File: src/rtl/dht11_reader.sv
// DHT11 single-wire host controller.
// Pulls the pad low for the start pulse, then releases it and decodes the
// sensor's response and 40 data bits. A frame whose checksum matches is
// published on the data outputs. Every transaction ends with exactly one
// valid or error pulse, followed by a mandatory idle holdoff period.
module dht11_reader #(
   parameter int START_LOW_CYC  = 900000,
   parameter int BIT_THRESH_CYC = 2500,
   parameter int TIMEOUT_CYC    = 10000,
   parameter int HOLDOFF_CYC    = 50000000
) (
   input  logic       clk,
   input  logic       rst_n,
   input  logic       start,
   input  logic       dht_in,
   output logic       dht_oe,
   output logic       busy,
   output logic       valid,
   output logic       error,
   output logic [1:0] err_code,
   output logic [7:0] hum_int,
   output logic [7:0] hum_dec,
   output logic [7:0] temp_int,
   output logic [7:0] temp_dec
);

   // state      | meaning
   // IDLE       | waiting for start
   // START_LOW  | host drives pad low for the start pulse
   // RELEASE    | pad released, waiting for sensor to pull low
   // RESP_LOW   | sensor response low phase
   // RESP_HIGH  | sensor response high phase
   // BIT_LOW    | low lead-in of a data bit
   // BIT_HIGH   | high phase of a data bit, length decides 0/1
   // CHECK      | verify checksum of the captured frame
   // HOLDOFF    | mandatory idle time before the next start
   typedef enum logic [3:0] {
      IDLE, START_LOW, RELEASE, RESP_LOW, RESP_HIGH,
      BIT_LOW, BIT_HIGH, CHECK, HOLDOFF
   } state_t;

   state_t      state, state_nxt;
   logic [31:0] tmr, tmr_nxt;
   logic [5:0]  bit_idx, bit_idx_nxt;
   logic [39:0] shreg, shreg_nxt;
   logic        done_ok, done_err;
   logic [1:0]  code_nxt;
   logic        dht_s1, dht_s2, dht_prev;
   logic        rise, fall;
   logic        tmr_zero;
   logic        hi_bit;
   logic [7:0]  sum;

   assign rise     = dht_s2 & ~dht_prev;
   assign fall     = ~dht_s2 & dht_prev;
   assign tmr_zero = (tmr == 32'd0);
   // The timer was loaded with TIMEOUT_CYC-1 on entry, so elapsed high
   // cycles at the falling-edge decision are TIMEOUT_CYC - tmr.
   assign hi_bit   = (32'(TIMEOUT_CYC) - tmr) > 32'(BIT_THRESH_CYC);
   assign sum      = shreg[39:32] + shreg[31:24] + shreg[23:16] + shreg[15:8];

   // Two-flop synchronizer for the pad, idle-high, plus previous sample for edge detect
   always_ff @(posedge clk or negedge rst_n) begin
      if (!rst_n) begin
         dht_s1   <= 1'b1;
         dht_s2   <= 1'b1;
         dht_prev <= 1'b1;
      end else begin
         dht_s1   <= dht_in;
         dht_s2   <= dht_s1;
         dht_prev <= dht_s2;
      end
   end

   // Next-state, timer reload, bit capture and completion decisions
   always_comb begin
      state_nxt   = state;
      tmr_nxt     = tmr_zero ? tmr : tmr - 32'd1;
      bit_idx_nxt = bit_idx;
      shreg_nxt   = shreg;
      done_ok     = 1'b0;
      done_err    = 1'b0;
      code_nxt    = err_code;
      case (state)
         IDLE: begin
            if (start) begin
               state_nxt = START_LOW;
               shreg_nxt = '0;
            end
         end
         START_LOW: begin
            if (tmr_zero) state_nxt = RELEASE;
         end
         RELEASE: begin
            if (fall) state_nxt = RESP_LOW;
            else if (tmr_zero) begin
               state_nxt = HOLDOFF;
               done_err  = 1'b1;
               code_nxt  = 2'b01;
            end
         end
         RESP_LOW: begin
            if (rise) state_nxt = RESP_HIGH;
            else if (tmr_zero) begin
               state_nxt = HOLDOFF;
               done_err  = 1'b1;
               code_nxt  = 2'b01;
            end
         end
         RESP_HIGH: begin
            if (fall) begin
               state_nxt   = BIT_LOW;
               bit_idx_nxt = 6'd0;
            end else if (tmr_zero) begin
               state_nxt = HOLDOFF;
               done_err  = 1'b1;
               code_nxt  = 2'b01;
            end
         end
         BIT_LOW: begin
            if (rise) state_nxt = BIT_HIGH;
            else if (tmr_zero) begin
               state_nxt = HOLDOFF;
               done_err  = 1'b1;
               code_nxt  = 2'b10;
            end
         end
         BIT_HIGH: begin
            if (fall) begin
               shreg_nxt = {shreg[38:0], hi_bit};
               if (bit_idx == 6'd39) state_nxt = CHECK;
               else begin
                  state_nxt   = BIT_LOW;
                  bit_idx_nxt = bit_idx + 6'd1;
               end
            end else if (tmr_zero) begin
               state_nxt = HOLDOFF;
               done_err  = 1'b1;
               code_nxt  = 2'b10;
            end
         end
         CHECK: begin
            state_nxt = HOLDOFF;
            if (shreg[7:0] == sum) done_ok = 1'b1;
            else begin
               done_err = 1'b1;
               code_nxt = 2'b11;
            end
         end
         HOLDOFF: begin
            if (tmr_zero) state_nxt = IDLE;
         end
         default: state_nxt = IDLE;
      endcase
      // Every state entry restarts the down-counter with that state's budget
      if (state_nxt != state) begin
         case (state_nxt)
            START_LOW: tmr_nxt = 32'(START_LOW_CYC - 1);
            HOLDOFF:   tmr_nxt = 32'(HOLDOFF_CYC - 1);
            default:   tmr_nxt = 32'(TIMEOUT_CYC - 1);
         endcase
      end
   end

   // FSM state, timer, bit index and shift register
   always_ff @(posedge clk or negedge rst_n) begin
      if (!rst_n) begin
         state   <= IDLE;
         tmr     <= '0;
         bit_idx <= '0;
         shreg   <= '0;
      end else begin
         state   <= state_nxt;
         tmr     <= tmr_nxt;
         bit_idx <= bit_idx_nxt;
         shreg   <= shreg_nxt;
      end
   end

   // Registered outputs: pad enable, busy, result pulses and published bytes
   always_ff @(posedge clk or negedge rst_n) begin
      if (!rst_n) begin
         dht_oe   <= 1'b0;
         busy     <= 1'b0;
         valid    <= 1'b0;
         error    <= 1'b0;
         err_code <= 2'b00;
         hum_int  <= 8'h00;
         hum_dec  <= 8'h00;
         temp_int <= 8'h00;
         temp_dec <= 8'h00;
      end else begin
         dht_oe   <= (state_nxt == START_LOW);
         busy     <= (state_nxt != IDLE);
         valid    <= done_ok;
         error    <= done_err;
         err_code <= code_nxt;
         if (done_ok) begin
            hum_int  <= shreg[39:32];
            hum_dec  <= shreg[31:24];
            temp_int <= shreg[23:16];
            temp_dec <= shreg[15:8];
         end
      end
   end

endmodule

File: config.mk
export PLATFORM = sky130hd
export DESIGN_NAME = dht11_reader
export DESIGN_NICKNAME = d
export VERILOG_FILES = /design/src/rtl/dht11_reader.sv
export SDC_FILE = /design/constraint.sdc
export NUM_CORES = 1
export LEC_CHECK = 0
export BUFFER_PORTS_ARGS = -buffer_cell sky130_fd_sc_hd__buf_4
export CORE_MARGIN = 8
export CORE_UTILIZATION = 31
export DETAILED_ROUTE_END_ITERATION = 16
export SLEW_MARGIN = 20
export SYNTH_ARGS = -nofsm -noshare
export SYNTH_HDL_FRONTEND = slang
export SYNTH_SLANG_ARGS = --single-unit
File: constraint.sdc
create_clock -name clk -period 4.2 [get_ports clk]
set_clock_uncertainty 0.2 [all_clocks]
set_input_delay 0.63 -clock clk [delete_from_list [all_inputs] [get_ports clk]]
set_output_delay 0.63 -clock clk [all_outputs]
set_load 0.01 [all_outputs]
# After elaboration in Yosys (flattened, before gate mapping)
# Cells that the tools add are included.
dict set report classes {
  n_addsub 6
  order_cmp 1
  n_eq_ne 23
  mux 36
  n_bitwise 4
  n_reduce_logical 12
}
# cell n
set op_table {}
lappend op_table {{$mux W40} 2}
lappend op_table {{$pmux W40 S2} 1}
lappend op_table {{$mux W32} 2}
lappend op_table {{$pmux W26 S2} 1}
lappend op_table {{$mux W4} 9}
lappend op_table {{$pmux W4 S9} 1}
lappend op_table {{$gt A32 B12 Y1 const B} 1}
lappend op_table {{$logic_not A32 Y1} 1}
lappend op_table {{$sub A14 B32 Y32 const A} 1}
lappend op_table {{$sub A32 B1 Y32 const B} 1}
lappend op_table {{$add A8 B8 Y8} 3}
lappend op_table {{$mux W6} 3}
lappend op_table {{$ne A2 B2 Y1 const B} 9}
lappend op_table {{$eq A4 B3 Y1 const B} 4}
lappend op_table {{$mux W2} 8}
lappend op_table {{$pmux W6 S2} 1}
lappend op_table {{$pmux W2 S5} 1}
lappend op_table {{$eq A4 B1 Y1 const B} 2}
lappend op_table {{$eq A4 B2 Y1 const B} 2}
lappend op_table {{$eq A4 B4 Y1 const B} 2}
lappend op_table {{$eq A8 B8 Y1} 1}
lappend op_table {{$add A6 B1 Y6 const B} 1}
lappend op_table {{$eq A6 B6 Y1 const B} 1}
lappend op_table {{$mux W1} 6}
lappend op_table {{14 further kinds} 18}
dict set report word_totals {
  reg_bits 123
  out_inout_bits 38
  word_cells 98
}

# Logic depth before layout (Yosys ltp)
dict set report depth {
  ltp_word 7
  depth_mapped 15
  mapped_depth_nobuf 14
}

# Worst setup path after synthesis
# Ideal clock, no wire load.
dict set report synth_path {
  path_kind {reg-to-reg}
  from {register shreg[9]}
  to {register hum_dec[0]}
  setup_time_ns 0.125
  arrival_time_ns 3.945
  slack_ns -0.070
  path_stages_with_launch 15
  period_less_slack_ns 4.270
  cell_sequence {dfrtp_1 fa_1 inv_1 fa_1 inv_1 ha_1 inv_1 fa_1 xor2_1 xnor2_1 nor4_1 nand3_1 nor4b_2 clkbuf_1 mux2_2}
}
dict set report synth_between {
  elab_chain_len 4
}
# item line_no
set synth_lines {}
lappend synth_lines {{start: declaration} 45} ;# logic [39:0] shreg, shreg_nxt;
lappend synth_lines {{start signal: assignment} 176} ;# shreg <= shreg_nxt;
lappend synth_lines {{$add A8 B8 Y8} 60} ;# assign sum = shreg[39:32] + shreg[31:24] + shreg[23:16] + shreg[15:8];
lappend synth_lines {{$eq A8 B8 Y1} 144} ;# if (shreg[7:0] == sum) done_ok = 1'b1;
lappend synth_lines {{$mux W1} 144}
lappend synth_lines {{$mux W1} 84} ;# case (state)
lappend synth_lines {{end signal: assignment} 200} ;# hum_dec <= shreg[31:24];
lappend synth_lines {{end: declaration} 22} ;# output logic [7:0] hum_dec,
# No other way between the ends.
# A chain may end at the register's enable or synchronous reset.

# Worst setup path after layout
dict set report layout_path {
  from {register shreg[25]}
  to {register temp_dec[7]}
}
dict set report layout_between {
  elab_chain_len 6
}
# item line_no
set layout_lines {}
lappend layout_lines {{$add A8 B8 Y8 (3 in series)} 60}
lappend layout_lines {{$eq A8 B8 Y1} 144}
lappend layout_lines {{$mux W1} 144}
lappend layout_lines {{$mux W1} 84}
lappend layout_lines {{end signal: assignment} 202} ;# temp_dec <= shreg[15:8];
lappend layout_lines {{end: declaration} 24} ;# output logic [7:0] temp_dec
# No other way between the ends.

==> metrics <==
Slew headroom=0.395; Area Overhead vs Synth=22.5%; Cell Area, Placed=7250 µm²; Synth Area in Compound Gates=0.156; run status=completed; Final nets=692; Critical Path Max Stage Delay=0.54 ns; Mean Syn Cell Area=10.7 µm²; worst skew pair latency=0.42 ns; DIE HEIGHT=162 µm; Power Internal=~0.0024 W; Post-Synth Adder-Cell Area=0.0628; Num CTS Buffers=17; initial DRC count=317; RSZ-0062 raised after global routing=yes; final clock period utilization by the worst path=0.968; initial antenna violation count=0; mapped cell area=6620 µm²; IO buf count=41; Root Buffer=clkbuf_16; Pwr Total=about 0.0034 W; Fin Setup TNS=0 ns; R2R Setup Slk=0.13 ns; Tmin final=a little over 4 ns; share of cells above drive strength 1=0.226; cell leakage power=~3.7 nW; Starting Density=0.316; Post-Syn Instances=620; main combinational cell family by area after synthesis=compound AO/OA/AOI/OAI gates; DR vias=4983; chip width=162 µm; Slew @ Worst Pin=a little over 0.9 ns; area of the die=roughly 26000 µm²; FMAX=246 MHz; Post-Syn Nets=648; Yosys reg bits=123; grt ovf=0; Antenna Nets Post-Route=0; Hold WC Path Type=primary input to asynchronous set/reset pin; Routed WL=16000 µm; Max-Cap Viols=0; Final Max Slew Viols=0; Seq pwr share=0.406; Sw Ratio=0.306; first-pass GRT wire length=about 26000 µm; Clock Power Share=0.435; Logic pwr share=0.159; Clock Sinks=between 100 and 150; drt pass-1 iters=4; net switching power=around 0.0010 W; Seq/Total Area, Yosys=0.466; Design Area, Final=8100 µm²; ANT cells=0; GPL Wtd Cong=0.861; Primary FF master, synth=dfrtp_1; cells along the critical path=fa_1 -> inv_1 -> fa_1 -> inv_1 -> ha_2 -> inv_2 -> fa_1 -> inv_1 -> a21oi_1 -> o21bai_2 -> a31oi_1 -> xnor2_1 -> nor4b_4 -> buf_6 -> buf_12 -> mux2_4; CTS HTree Levels=4; Synth warnings=0; HPWL Detailed=between 10000 and 15000 µm; reg2reg start=shreg[25]; Worst EP arrival=~4.2 ns; # hold bufs at CTS=0; clock buffer depth=2; row count=53; largest net degree at the start of global routing=65; WL/cell=16.8 µm; R2R cell count=16; crit start category=flip-flop; CP Class=flip-flop to flip-flop; Crit Reg-Reg Endpoint=temp_dec[7]; slowest stage cell, crit path=fa_1; final-report hold violation count=0; xor/xnor share of the synthesized area=0.0728; Synth cell types=63; vias in the first global route=4951; crit path max fanout=8; VDD IR max=284 µV; CTS tree=yes; Total Routing Usage GR=0.123; number of synthesized flops with an enable pin=0; Crit. End Element=flip-flop; PwrDens=423 nW/µm²; final setup fails=0; mux share of post-synthesis cell area=0.0596; FFs w/ async S/R, synth=1.00; Reg clk slew, reported paths=0.06 ns; CP required=about 4.3 ns; core footprint=21000 µm²; I/O pin cnt=42; drt via density=5.23; DRC errors left=0; Synth Area in Simple Gates=0.141
==> cell usage in the layout (no fill, tap or decap), drive strengths merged, types with 8 or more instances in the layout <==
master,n
dfrtp,120
inv,35
xnor2,36
nor3,23
o21ai,21
clkbuf,19
a22o,44
nand2,26
fa,14
nand3,17
buf,62
nor2b,9
nor4,10
nor2,41
ha,10
mux2,35
a21oi,25
o31ai,8
xor2,19
==> area by class of cell <==
cell class                 instances  area [µm²]
inverter                          28         105
sequential                       123        3080
tap                              275         344
multi-input combinational        431        3420
clock buffer                      18         439
clock inverter                    14         158
fill                            2080       12900
timing repair buffer              63         552
==> kinds of logic after synthesis <==
family,after synthesis
XOR/XNOR,55
multiplexers,35
flip-flops,123
AO/OA/AOI/OAI,142
AND/OR/NAND/NOR,174
buffers and inverters,66
adder cells (fa/ha/maj),25
==> routing by layer <==
layer  up-vias  part of all wire  global-route usage
met2       114              0.47               0.192
met5         -                 0                   0
met1      2524              0.48               0.162
li1       2328                 -                   -
met3        17             0.045              0.0377
met4         0             0.010              0.0362
==> synthesized netlist by cell type (5+ instances only) <==
cell	n	area (µm²)
a21o_1	6	45.0
a21oi_1	25	125
a22o_1	44	385
clkbuf_1	30	113
dfrtp_1	120	3000
fa_1	14	280
ha_1	10	125
inv_1	28	105
mux2_2	35	394
nand2_1	26	97.6
nand2b_1	5	31.3
nand3_1	17	85.1
nand4_1	5	31.3
nor2_1	41	154
nor2b_1	9	56.3
nor3_1	22	110
nor4_1	9	56.3
o21ai_0	20	100
o31ai_1	8	60.1
or2_2	5	31.3
or3_1	7	43.8
or4_1	7	52.6
xnor2_1	36	315
xor2_1	19	166
==> worst max-delay path by stage <==
| stage | from | end | slack [ns] |
|---|---|---|---|
| 3_3_place_gp | shreg[9] | temp_int[0] | 0.05 |
| 2_1_floorplan | shreg[9] | hum_dec[0] | -0.07 |
| 3_5_place_dp | shreg[9] | temp_dec[3] | 0.01 |
| 4_1_cts | shreg[9] | temp_dec[3] | 0.001 |
| 5_1_grt | shreg[25] | hum_int[0] | -0.06 |
| 6_report | shreg[25] | temp_dec[7] | 0.13 |
==> power by group through the flow <==
stage / Combinational (W) / Clock, W / Sequential, W
6_report: 0.000545 / 0.00149 / 0.00139
3_3_place_gp: 0.000534 / 0 / 0.00141
2_1_floorplan: 0.000502 / 0 / 0.00131
3_5_place_dp: 0.000538 / 0 / 0.00141
5_1_grt: 0.000616 / 0.00158 / 0.00141
4_1_cts: 0.000544 / 0.00152 / 0.00139
==> what timing repair did <==
| action | 4_1_cts | 5_1_grt |
|---|---|---|
| setup endpoints to repair | 12 | 33 |
| cloned | 0 | 3 |
| setup buffers | 0 | 3 |
| endpoints found under the hold margin | 0 | 0 |
| pin swaps | 0 | 8 |
| resized for setup | 2 | 52 |
==> sequential cells by signal (all words and copies together), names as in the netlist, 4 cells and up <==
name and flops:
temp_int 8, bit_idx 6, state 4, tmr 32, shreg 40, temp_dec 8, hum_int 8, hum_dec 8
==> per-stage QoR <==
step                worst slack (ns)  utilization  cells  hold WS, ns
detailed placement            0.0111        0.346    914        0.147
floorplan                    -0.0701            -    620        0.134
CTS                          0.00139        0.375    946        0.103
finish                         0.135        0.387    952       0.0996
global placement              0.0490        0.346    914        0.147
global route                 -0.0616        0.387    952       0.0951
==> critical path, delay by kind of cell, from the launching register on <==
family	cells	cell delay [ns]
adders and majority gates	4	1.59
buffers and inverters	6	0.57
DFF	1	0.40
AOI/OAI and AO/OA	3	0.37
and+or+nand+nor	1	0.34
muxes	1	0.30
xor gates and xnor gates	1	0.20
Note: power is estimated with default switching activity, not from simulation.
